$ cat config.mk
export PLATFORM = sky130hd
export DESIGN_NAME = ym3438_host_wr_arb
export DESIGN_NICKNAME = d
export VERILOG_FILES = /design/src/rtl/ym3438_host_wr_arb.sv
export SDC_FILE = /design/constraint.sdc
export NUM_CORES = 1
export LEC_CHECK = 0
export ABC_CLOCK_PERIOD_IN_PS = 2850
export CAP_MARGIN = 20
export CORE_ASPECT_RATIO = 0.75
export CORE_UTILIZATION = 40
export CTS_CLUSTER_SIZE = 28
export DETAILED_ROUTE_END_ITERATION = 6
export DONT_BUFFER_PORTS = 1
export PLACE_DENSITY_LB_ADDON = 0.25
export SYNTH_ARGS = -nofsm -noshare
export SYNTH_HDL_FRONTEND = slang
export SYNTH_SLANG_ARGS = --single-unit
$ cat constraint.sdc
create_clock -name MCLK -period 2.85 [get_ports MCLK]
set_input_delay 0.1425 -clock MCLK [delete_from_list [all_inputs] [get_ports MCLK]]
set_output_delay 0.1425 -clock MCLK [all_outputs]
set_load 0.005 [all_outputs]
$ cat src/rtl/ym3438_host_wr_arb.sv
// rtl/ym3438_host_wr_arb.sv - two-requester arbiter for the YM3438 host write port
//
// Purpose: grants one of two level-request write ports (round robin on
// contention) and turns each grant into an address-phase and a data-phase bus
// write towards the ym3438 top, with fixed WR-low widths and idle gaps.
//
// Optional feature: define YM3438_WRARB_ADDR_CACHE_EN to remember the last
// {bank,addr} written and skip the address phase when a grant repeats it.
//
// Ports:
//   MCLK           master clock, rising edge
//   IC             asynchronous active-low reset
//   req0/req1      level write requests, held until the matching ack
//   bank0/bank1    register bank (chip A1) per requester
//   addr0/addr1    register address per requester
//   data0/data1    register data per requester
//   ack0/ack1      one-cycle pulse when the request fields are captured
//   CS, WR, RD     active-low chip strobes (RD tied high)
//   ADDRESS        {A1,A0} to the chip
//   DATA_o         write data to the chip
//   busy           high while a transaction is in progress
//   grant_id       requester owning the current or last transaction

module ym3438_host_wr_arb #(
    parameter int STROBE_CYC = 4,
    parameter int ADDR_GAP   = 16,
    parameter int DATA_GAP   = 96,
    parameter int CNT_W      = 8
) (
    input  logic       MCLK,
    input  logic       IC,
    input  logic       req0,
    input  logic       req1,
    input  logic       bank0,
    input  logic       bank1,
    input  logic [7:0] addr0,
    input  logic [7:0] addr1,
    input  logic [7:0] data0,
    input  logic [7:0] data1,
    output logic       ack0,
    output logic       ack1,
    output logic       CS,
    output logic       WR,
    output logic       RD,
    output logic [1:0] ADDRESS,
    output logic [7:0] DATA_o,
    output logic       busy,
    output logic       grant_id
);

    typedef enum logic [2:0] {
        S_IDLE, S_A_SETUP, S_A_STROBE, S_A_GAP, S_D_SETUP, S_D_STROBE, S_D_GAP
    } state_t;

    localparam logic [CNT_W-1:0] STROBE_LD = CNT_W'(STROBE_CYC - 1);
    localparam logic [CNT_W-1:0] AGAP_LD   = CNT_W'(ADDR_GAP - 1);
    localparam logic [CNT_W-1:0] DGAP_LD   = CNT_W'(DATA_GAP - 1);
    localparam logic [CNT_W-1:0] CNT_ONE   = CNT_W'(1);
    localparam logic [CNT_W-1:0] CNT_ZERO  = '0;

    state_t           state_q;
    logic [CNT_W-1:0] cnt_q;
    logic             last_q;
    logic             bank_q;
    logic [7:0]       addr_q;
    logic [7:0]       data_q;
    logic             ack0_q, ack1_q, cs_q, wr_q, busy_q, grant_id_q;
    logic [1:0]       address_q;
    logic [7:0]       dout_q;

    // Winner if a grant happens this cycle: the lone requester, or on
    // contention the one that did not win last time.
    logic       gnt_valid;
    logic       gnt_id;
    logic       gnt_bank;
    logic [7:0] gnt_addr;
    logic [7:0] gnt_data;
    logic       cache_hit;

    always_comb begin
        gnt_valid = req0 | req1;
        gnt_id    = (req0 & req1) ? ~last_q : req1;
        gnt_bank  = gnt_id ? bank1 : bank0;
        gnt_addr  = gnt_id ? addr1 : addr0;
        gnt_data  = gnt_id ? data1 : data0;
    end

`ifdef YM3438_WRARB_ADDR_CACHE_EN
    logic       tag_valid_q;
    logic [8:0] tag_q;

    assign cache_hit = tag_valid_q && (tag_q == {gnt_bank, gnt_addr});

    always_ff @(posedge MCLK or negedge IC) begin
        if (!IC) begin
            tag_valid_q <= 1'b0;
            tag_q       <= '0;
        end else if (state_q == S_A_GAP && cnt_q == CNT_ZERO) begin
            tag_valid_q <= 1'b1;
            tag_q       <= {bank_q, addr_q};
        end
    end
`else
    assign cache_hit = 1'b0;
`endif

    always_ff @(posedge MCLK or negedge IC) begin
        if (!IC) begin
            state_q    <= S_IDLE;
            cnt_q      <= '0;
            last_q     <= 1'b1;
            bank_q     <= 1'b0;
            addr_q     <= '0;
            data_q     <= '0;
            ack0_q     <= 1'b0;
            ack1_q     <= 1'b0;
            cs_q       <= 1'b1;
            wr_q       <= 1'b1;
            busy_q     <= 1'b0;
            grant_id_q <= 1'b0;
            address_q  <= '0;
            dout_q     <= '0;
        end else begin
            ack0_q <= 1'b0;
            ack1_q <= 1'b0;
            case (state_q)
                S_IDLE: begin
                    if (gnt_valid) begin
                        ack0_q     <= ~gnt_id;
                        ack1_q     <= gnt_id;
                        grant_id_q <= gnt_id;
                        last_q     <= gnt_id;
                        bank_q     <= gnt_bank;
                        addr_q     <= gnt_addr;
                        data_q     <= gnt_data;
                        busy_q     <= 1'b1;
                        cs_q       <= 1'b0;
                        wr_q       <= 1'b1;
                        if (cache_hit) begin
                            state_q   <= S_D_SETUP;
                            address_q <= {gnt_bank, 1'b1};
                            dout_q    <= gnt_data;
                        end else begin
                            state_q   <= S_A_SETUP;
                            address_q <= {gnt_bank, 1'b0};
                            dout_q    <= gnt_addr;
                        end
                    end
                end
                S_A_SETUP, S_D_SETUP: begin
                    state_q <= (state_q == S_A_SETUP) ? S_A_STROBE : S_D_STROBE;
                    wr_q    <= 1'b0;
                    cnt_q   <= STROBE_LD;
                end
                S_A_STROBE, S_D_STROBE: begin
                    // WR rises on entry to the gap; CS follows one cycle later.
                    if (cnt_q == CNT_ZERO) begin
                        state_q <= (state_q == S_A_STROBE) ? S_A_GAP : S_D_GAP;
                        wr_q    <= 1'b1;
                        cnt_q   <= (state_q == S_A_STROBE) ? AGAP_LD : DGAP_LD;
                    end else begin
                        cnt_q <= cnt_q - CNT_ONE;
                    end
                end
                S_A_GAP: begin
                    cs_q <= 1'b1;
                    if (cnt_q == CNT_ZERO) begin
                        state_q   <= S_D_SETUP;
                        cs_q      <= 1'b0;
                        address_q <= {bank_q, 1'b1};
                        dout_q    <= data_q;
                    end else begin
                        cnt_q <= cnt_q - CNT_ONE;
                    end
                end
                S_D_GAP: begin
                    cs_q <= 1'b1;
                    if (cnt_q == CNT_ZERO) begin
                        state_q <= S_IDLE;
                        busy_q  <= 1'b0;
                    end else begin
                        cnt_q <= cnt_q - CNT_ONE;
                    end
                end
                default: state_q <= S_IDLE;
            endcase
        end
    end

    assign ack0     = ack0_q;
    assign ack1     = ack1_q;
    assign CS       = cs_q;
    assign WR       = wr_q;
    assign RD       = 1'b1;
    assign ADDRESS  = address_q;
    assign DATA_o   = dout_q;
    assign busy     = busy_q;
    assign grant_id = grant_id_q;

endmodule

== Word level (Yosys, flattened, before mapping) ==
Index checks and enable logic that the tools add are counted.
Storage, ports and cells
  bits in registers: 37
  bits in latches: 0
  bits in writable memories: 0
  bits in read-only memories: 0
  input bits: 38
  output and inout bits: 17
  word-level logic and storage cells: 79
  memories kept: 0
Cells by class
  add/sub/neg operators: 1
  multipliers: 0
  div/mod/pow operators: 0
  magnitude comparators: 0
  equal/unequal tests: 11
  shift-type cells: 0
  multiplexer cells: 33
  bitwise operators: 4
  reduce and logical (&&, ||, !) cells: 17
Operator list (number)
  8-bit 2-to-1 mux: 6
  8-bit one-hot mux with 3 select lines: 1
  3-bit 2-to-1 mux: 6
  8-bit one-hot mux with 2 select lines: 1
  3-bit one-hot mux with 5 select lines: 1
  1-bit 2-to-1 mux: 11
  2-bit != test, second input constant: 5
  3-bit == test, second input constant: 3
  3-bit AND reduction: 3
  3-bit nonzero test: 3
  8-bit logical NOT: 1
  8-bit by 1-bit subtractor with 8-bit output, second input constant: 1
  7-bit 2-to-1 mux: 1
  3-bit by 2-bit == test with 1-bit output, second input constant: 2
  1-bit one-hot mux with 3 select lines: 2
  2-bit AND reduction: 3
  2-bit OR reduction: 3
  2-bit 2-to-1 mux: 2
  2-bit one-hot mux with 2 select lines: 1
  4-bit AND reduction: 1
  2-bit nonzero test: 2
  3-bit by 1-bit == test with 1-bit output, second input constant: 1
  3-bit logical NOT: 1
  1-bit inverter: 2
  other kinds (3): 3

== Logic depth before layout (Yosys ltp) ==
Gate-level depths: netlist (run 1).
  depth in word-level cells: 5
  gate-level depth with buffers: 7
  mapped depth without buffers: 6

== Worst setup path before layout (run 1) ==
Ideal clock, no wire load.
  path type: register to register
  from: register cnt_q[0]
  to: register cnt_q[5]
  library setup time: 0.126 ns
  arrival time: 1.843 ns
  required time: 2.724 ns
  setup slack: 0.881 ns
  cell stages (with the launch flop): 7
  buffers on the path: 0
  clock period less this slack: 1.969 ns
  cells stage by stage: dfrtp_1 -> inv_1 -> ha_1 -> nor3b_2 -> a21oi_1 -> maj3_2 -> a221o_1
Between the ends
  word-level cells in the longest chain between the ends: 3
  elaborated cells on any way between the ends: 7
  those cells by class: 1 x add/sub; 1 x eq/ne; 3 x mux; 2 x reduce/logical
Ends and longest elaborated chain
  start, declared: line 62  | logic [CNT_W-1:0] cnt_q;
  start signal, assigned: line 160  | cnt_q <= (state_q == S_A_STROBE) ? AGAP_LD : DGAP_LD;
  start signal, assigned: line 162  | cnt_q <= cnt_q - CNT_ONE;
  start signal, assigned: line 173  | cnt_q <= cnt_q - CNT_ONE;
  8-bit by 1-bit subtractor with 8-bit output / 8-bit logical NOT (equally long branches)
  8-bit 2-to-1 mux (tied with other cells): line 167, 178
  8-bit one-hot mux with 3 select lines / 2-bit AND reduction (equally long branches)
Parallel ways exist; a longest one is shown, timed or not. The select of a mux whose other input is x is not followed.
A chain may end at the register's enable or synchronous reset.

== Worst setup path after layout (run 1) ==
  from: register cnt_q[4]
  to: register dout_q[7], in the netlist DATA_o[7]
Between the ends
  word-level cells in the longest chain between the ends: 3
Ends and longest elaborated chain
  8-bit logical NOT: line 167  | if (cnt_q == CNT_ZERO) begin
  2-bit != test (no source line)
  3-bit AND reduction (no source line)
  end signal, assigned: line 142  | dout_q <= gnt_data;
  end signal, assigned: line 146  | dout_q <= gnt_addr;
  end signal, assigned: line 171  | dout_q <= data_q;
  end, declared: line 69  | logic [7:0] dout_q;
No other way between the ends.

==> results.yml, run 1 <==
critical_path:
  end_kind: "flop"
  rrSetupSlack_ps: 650
  crit_path_max_fanout: 10
  critPathRequiredTime_ps: 3020
  worst_ep_arrival_time_ps: 2370
  critPathKind: "flop to flop"
  critPathLaunchType: "flop"
  rr_worst_depth: 4
timing:
  post-route-min-period_ps: 2198
  setup_tns_ps: 0
  post-route-period-util_pct: 77.12
  slew_headroom_pct: 54.02
  fin_skew_ps: 4.110
  slew_viol_final: 0
  finalHoldViolCount: 0
  tightest_slew_ps: 683.4
  final-setup-viol-count: 0
  rsz0062_at_grt: "false"
  max_freq_ghz: 0.4550
die:
  dieHeight_um: 65.60
  start_util_pct: 42.82
  die_w_um: 86.80
  core_um2: 5037
  io_pins: 55
  die-area_um2: 5693
  rows: 22
placement:
  io_buffers: 0
  dpl_cell_area_um2: 2212
  hpwl_mm: 3.461
  gp_congestion: 0.8463
clock_network:
  insertion_delay_ps: 280
  cts_tree: "built"
  clock-sinks: 37
  cts_max_path_buffers: 2
  clk_pin_slew_ps: 80
  cts_made_buffers: 5
  ctsHtreeMaxLevel: 2
  root_buffer: "clkbuf_8"
logic_synthesis:
  synth_nets: 267
  syn_inst: 228
  synth-seq-cells: 37
  synth_edf_count: 0
  synth_ff_type: "dfrtp_1"
  async_flop_share_pct: 100.0
  syn_area_um2: 2157
  yosysUniqueCellTypes: 54
  postSynthAreaPerCell_um2: 9.461
  synth-seq-area-share_pct: 43.10
  ys_warn_count: 0
route:
  drt-pass1-iter-count: 4
  num_vias: 1690
  avgRoutedWirePerCell_um: 15.96
  drc: 0
  drt_iter0_drc: 130
  ant_nets: 0
  vias_per_cell: 5.652
  wirelength_mm: 4.771
outcome:
  status: "finished, final reports clean"
global_route:
  grt_pass1_wl_mm: 7.659
  grt.overflow.total: 0
  grt_usage_pct: 17.63
  antenna_found_initial: 0
  grt_pass1_vias: 1492
  grt_max_degree: 38
final_layout:
  antenna_cells: 0
  layout-drive-gt1-share_pct: 15.42
  area_growth_pct: 7.773
  num-nets-final: 265
  postLayoutCellArea_um2: 2325
job:
  cap_violations: 0
power_and_ir_drop:
  p_per_area_nw_per_um2: 1097
  leakage_nw: 1.019
  vdd.ir_drop.worst_v: 0.0004581
min_path:
  holdCritPathClass: "input port to flop"
  whs_path_depth: 2
## per-layer routing
layer | vias to the layer above | track usage, % | routed length (µm) | part of all wire, %
met3 | 2 | 4.774 | 269 | 5.6
li1 | 825 | - | - | -
met2 | 52 | 22.93 | 1960 | 41
met1 | 811 | 27.84 | 2527 | 53
met5 | - | 0 | 0 | 0
met4 | 0 | 4.375 | 14 | 0.29
## synth_stat cells (2+ instances only)
| library cell | count | area (µm²) |
|---|---|---|
| a21o_1 | 3 | 22.52 |
| a21oi_1 | 20 | 100.1 |
| a22oi_1 | 5 | 37.54 |
| a31oi_1 | 4 | 25.02 |
| and2_1 | 3 | 18.77 |
| buf_6 | 2 | 22.52 |
| clkbuf_1 | 12 | 45.04 |
| dfrtp_1 | 34 | 850.8 |
| dfstp_2 | 3 | 78.83 |
| inv_1 | 5 | 18.77 |
| mux2_4 | 9 | 135.1 |
| mux2i_1 | 12 | 120.1 |
| nand2_1 | 16 | 60.06 |
| nand3_1 | 5 | 25.02 |
| nor2_1 | 22 | 82.58 |
| nor2b_1 | 3 | 18.77 |
| nor3_1 | 6 | 30.03 |
| o2111ai_1 | 2 | 17.52 |
| o211ai_1 | 3 | 22.52 |
| o21a_1 | 3 | 22.52 |
| o21ai_0 | 20 | 100.1 |
| o311ai_0 | 2 | 17.52 |
| or3_1 | 2 | 12.51 |
| xnor2_1 | 2 | 17.52 |
## metrics by stage
| step | setup WS, ps | std cells | util [%] | total power [W] | hold slack, ps |
|---|---|---|---|---|---|
| 2_1_floorplan | 880.7 | 228 | - | 0.001929 | -153.1 |
| 3_3_place_gp | 743.5 | 289 | 43.91 | 0.002164 | -152.0 |
| 3_5_place_dp | 687.8 | 289 | 43.91 | 0.002179 | -151.8 |
| 4_1_cts | 674.4 | 299 | 46.15 | 0.002553 | 60.89 |
| 5_1_grt | 565.2 | 299 | 46.15 | 0.002749 | 76.23 |
| 6_report | 652.1 | 299 | 46.15 | 0.002549 | 62.42 |
## worst paths after layout
check	startpoint	to
max in group asynchronous	IC	last_q
min in group asynchronous	IC	cnt_q[4]
min reg2reg	data_q[6]	data_q[6]
min	data0[5]	data_q[5]
max	cnt_q[4]	DATA_o[7]
max reg2reg	cnt_q[4]	DATA_o[7]
## cell type report
| type | instances | area, µm² |
|---|---|---|
| Timing Repair Buffer | 8 | 75.07 |
| Fill cell | 485 | 2713 |
| Clock inverter | 2 | 10.01 |
| Sequential cell | 37 | 929.6 |
| Inverter | 5 | 18.77 |
| Tap cell | 72 | 90.09 |
| Clock buffer | 6 | 72.57 |
| Multi-Input combinational cell | 169 | 1129 |
## kinds of logic (layout without fill, tap and decap cells)
logic type | count (synthesis) | in the layout | synth area share (%)
buffers and inverters | 22 | 21 | 4.756
adders and majority gates | 3 | 3 | 1.566
AOI/OAI and AO/OA | 72 | 72 | 20.94
DFF | 37 | 37 | 43.10
other | 1 | 1 | 0.1738
and+or+nand+nor | 69 | 69 | 16.42
xor gates and xnor gates | 3 | 3 | 1.218
muxes | 21 | 21 | 11.83
## flip-flops by register name, summed over array words and instances, names as in the netlist, 2 cells and up
register and count:
state_q 3, ADDRESS 2, DATA_o 8, data_q 8, cnt_q 8
## worst max-delay path: stages, from the launching register on
cell	delay, ps
dfrtp_1	490
nor4_4	640
nand2_4	130
o21a_1	440
mux2_4	380
## placed cells by master (no fill, tap or decap), types with 4 or more instances in the layout
master | Yosys | layout
dfrtp_1 | 34 | 34
nor2_1 | 22 | 22
o21ai_0 | 20 | 20
a21oi_1 | 20 | 20
nand2_1 | 16 | 16
mux2i_1 | 12 | 12
mux2_4 | 9 | 9
nor3_1 | 6 | 6
buf_4 | 1 | 6
inv_1 | 5 | 5
a22oi_1 | 5 | 5
nand3_1 | 5 | 5
clkbuf_8 | 0 | 5
a31oi_1 | 4 | 4
## timing repair
item,CTS,global route
hold endpoints to repair,37,0
setup buffers,0,0
resized for setup,0,0
hold buffers,2,0
## where the power goes
group          internal, W  total (W)  switching [W]
sequential        0.000770   0.000979       0.000209
clock             0.000170   0.000355       0.000186
combinational     0.000550    0.00121       0.000664
Power figures use the tool's default switching activity.
==> inputs of run 2 (changes only) <==
ABC_AREA = 1   (was default)
ABC_CLOCK_PERIOD_IN_PS = 2100   (was 2850)
clock period = 2.1 ns   (was 2.85 ns; I/O delays follow)
==> results.yml, run 2 <==
critical_path:
  critPathLaunchType: "flop"
  r2r_start: "cnt_q[0]"
  worst_ep_arrival_time_ps: 1900
  critPathKind: "flop to flop"
  cp_num_buf_inv: 2
  slowest_delay_ps: 380
  critPathRequiredTime_ps: 2280
  cp_slowest_cell: "dfrtp_1"
  crit_family: "simple AND/OR/NAND/NOR gates"
  rrSetupSlack_ps: 380
  end_kind: "flop"
  crit_path_cell_trace: "inv_1, ha_1, nand2_1, nor2_4, inv_1, nand2_1, o21ai_2, nand2_1, o21ai_1"
  cpMostUsedCell: "nand2_1"
  crit_path_max_fanout: 7
  rr_worst_depth: 9
  reg2reg_to: "state_q[2]"
power_and_ir_drop:
  swShare_pct: 46.85
  leakage_nw: 1.207
  vdd.ir_drop.worst_v: 0.0006815
  pwr-share-clk_pct: 14.6
  seqPwrFrac_pct: 36.7
  p_switching_w: 0.001723
  p_per_area_nw_per_um2: 1573
  combPwrFrac_pct: 48.7
  internal-power_w: 0.001955
final_layout:
  num-nets-final: 337
  fin_cells: 359
  antenna_cells: 0
  fillers: 481
  final_common_cell: "nand2_1"
  layout-drive-gt1-share_pct: 12.71
  area_growth_pct: 14.17
  final_cell_mix: "121 x nand2_1, 34 x dfrtp_1, 26 x nor2_1"
route:
  vias_per_cell: 5.053
  ant_nets: 0
  wirelength_mm: 4.752
  avgRoutedWirePerCell_um: 13.24
  drc: 0
  drt-pass1-iter-count: 6
  num_vias: 1814
  drt_iter0_drc: 151
global_route:
  grt_pass1_wl_mm: 7.652
  antenna_found_initial: 0
  grtUsageMet2_pct: 25.81
  grt_max_degree: 38
  met1_usage_pct: 25.98
  grt_util_met3_pct: 6.977
  grt.busiest_layer: "met1"
  grt.overflow.total: 0
  grt_pass1_vias: 1608
  grt_usage_pct: 18.54
logic_synthesis:
  async_flop_share_pct: 100.0
  synth.most_common_cell: "nand2_1"
  synth-seq-area-share_pct: 45.39
  synth_ff_type: "dfrtp_1"
  synth_nets: 321
  synth_edf_count: 0
  syn_inst: 282
  ys_warn_count: 0
  syn_area_um2: 2048
  synth_common_cells: "121 x nand2_1, 34 x dfrtp_1, 26 x nor2_1"
  postSynthAreaPerCell_um2: 7.263
  yosysUniqueCellTypes: 28
  yosys.area.top_type: "dfrtp_1"
  synth_area_leaders: "dfrtp_1 42%, nand2_1 22%, nor2_1 4.8%, nand3_1 4.4%, dfstp_2 3.8%"
  synth_top_area_share_pct: 41.54
  synth-seq-cells: 37
clock_network:
  cts_resized: 0
  root_buffer: "clkbuf_8"
  cts_tree: "built"
  post_cts_buffers: 0
  cts_made_buffers: 5
  insertion_delay_ps: 300
  cts_hold_buf: 12
  clk_pin_slew_ps: 80
  clock-sinks: 37
  ctsHtreeMaxLevel: 2
  cts_max_path_buffers: 2
timing:
  post-route-period-util_pct: 81.82
  setup_slack_ps: 381.9
  finalHoldViolCount: 0
  max_freq_ghz: 0.5820
  fin_skew_ps: 10.53
  rsz0062_at_grt: "false"
  setup_tns_ps: 0
  final-setup-viol-count: 0
  post-route-min-period_ps: 1718
  slew_viol_final: 0
job:
  cap_violations: 0
die:
  die-area_um2: 5413
  rows: 22
  start_util_pct: 41.80
  io_pins: 55
  die_w_um: 84.63
  core_um2: 4900
  dieHeight_um: 63.97
min_path:
  hold_end: "data_q[5]"
  holdCritPathClass: "input port to flop"
  hold_start: "data1[5]"
  whs_path_depth: 2
placement:
  io_buffers: 0
  hpwl_mm: 3.433
  gp_congestion: 0.8650
  placedCellCount: 339
  pre_cts_ws_ps: 407.1
outcome:
  status: "finished, final reports clean"
-- run 2: changes by cell type in the layout (fill, tap and decap cells not counted), sizes merged, moves of 10 or more --
cell,change
nand2,+110
a21oi,-17
inv,+17
nand3,+16
mux2i,-12
dlygate4sd3,+10
-- run 2: through the flow --
stage | cell area [µm²] | hold slack, ps | utilization, % | total power (W)
floorplan | 2048 | -190.6 | - | 0.002725
global placement | 2112 | -189.6 | 43.11 | 0.003098
detailed placement | 2112 | -189.6 | 43.11 | 0.003115
CTS | 2338 | 2.540 | 47.73 | 0.003699
global route | 2338 | 7.548 | 47.73 | 0.004021
finish | 2338 | 1.925 | 47.73 | 0.003678
-- run 2: cell type report --
cell class              instances  area (µm²)  share of cell area, %
multi-input cells             217       999.7                  42.75
well taps                      60       75.07                  3.210
clock inverters                 2       13.76                 0.5886
flip-flops and latches         37       929.6                  39.75
inverters                      22       85.08                  3.638
repair buffers                 15       152.6                  6.528
clock buffers                   6       82.58                  3.531
-- run 2: layer usage --
layer / part of all wire, % / routed length (µm) / vias to the layer above
met4: 1.1 / 51 / 0
met1: 49 / 2328 / 813
li1: - / - / 929
met2: 42 / 2005 / 65
met3: 7.7 / 366 / 7
met5: 0 / 0 / -
-- run 2: worst register-to-register path, delay by kind of cell (launching register included) --
family | cells | cell delay, ps
buf+inv | 2 | 250
compound gates | 2 | 150
fa+ha+maj | 1 | 250
simple gates | 4 | 560
flops | 1 | 380
-- run 2: worst max-delay path by stage --
stage                    start          to  slack [ps]  depth (start not counted)
floorplan             cnt_q[0]    cnt_q[0]         540                          9
global placement    state_q[2]  ADDRESS[0]         430                          7
detailed placement    cnt_q[0]  state_q[1]         410                          9
CTS                   cnt_q[0]  state_q[2]         390                          9
global route          cnt_q[0]  state_q[2]         210                          9
finish                cnt_q[0]  state_q[2]         380                          9
-- run 2: logic make-up (layout without fill, tap and decap cells) --
logic type               count (synthesis)  in the layout  synth area share (%)
buffers and inverters                   28             45                 5.803
XOR/XNOR                                 3              3                 1.283
other                                    1              1                0.1831
AO/OA/AOI/OAI                           29             29                 8.552
adder cells (fa/ha/maj)                  1              1                0.6108
flip-flops                              37             37                 45.39
AND/OR/NAND/NOR                        183            183                 38.18
-- run 2: power by group through the flow --
| stage | combinational (W) | sequential, W | clock [W] |
|---|---|---|---|
| finish | 0.00179 | 0.00135 | 0.000538 |
| CTS | 0.00180 | 0.00135 | 0.000553 |
| floorplan | 0.00144 | 0.00128 | 0 |
| detailed placement | 0.00176 | 0.00136 | 0 |
| global placement | 0.00173 | 0.00136 | 0 |
| global route | 0.00205 | 0.00139 | 0.000584 |
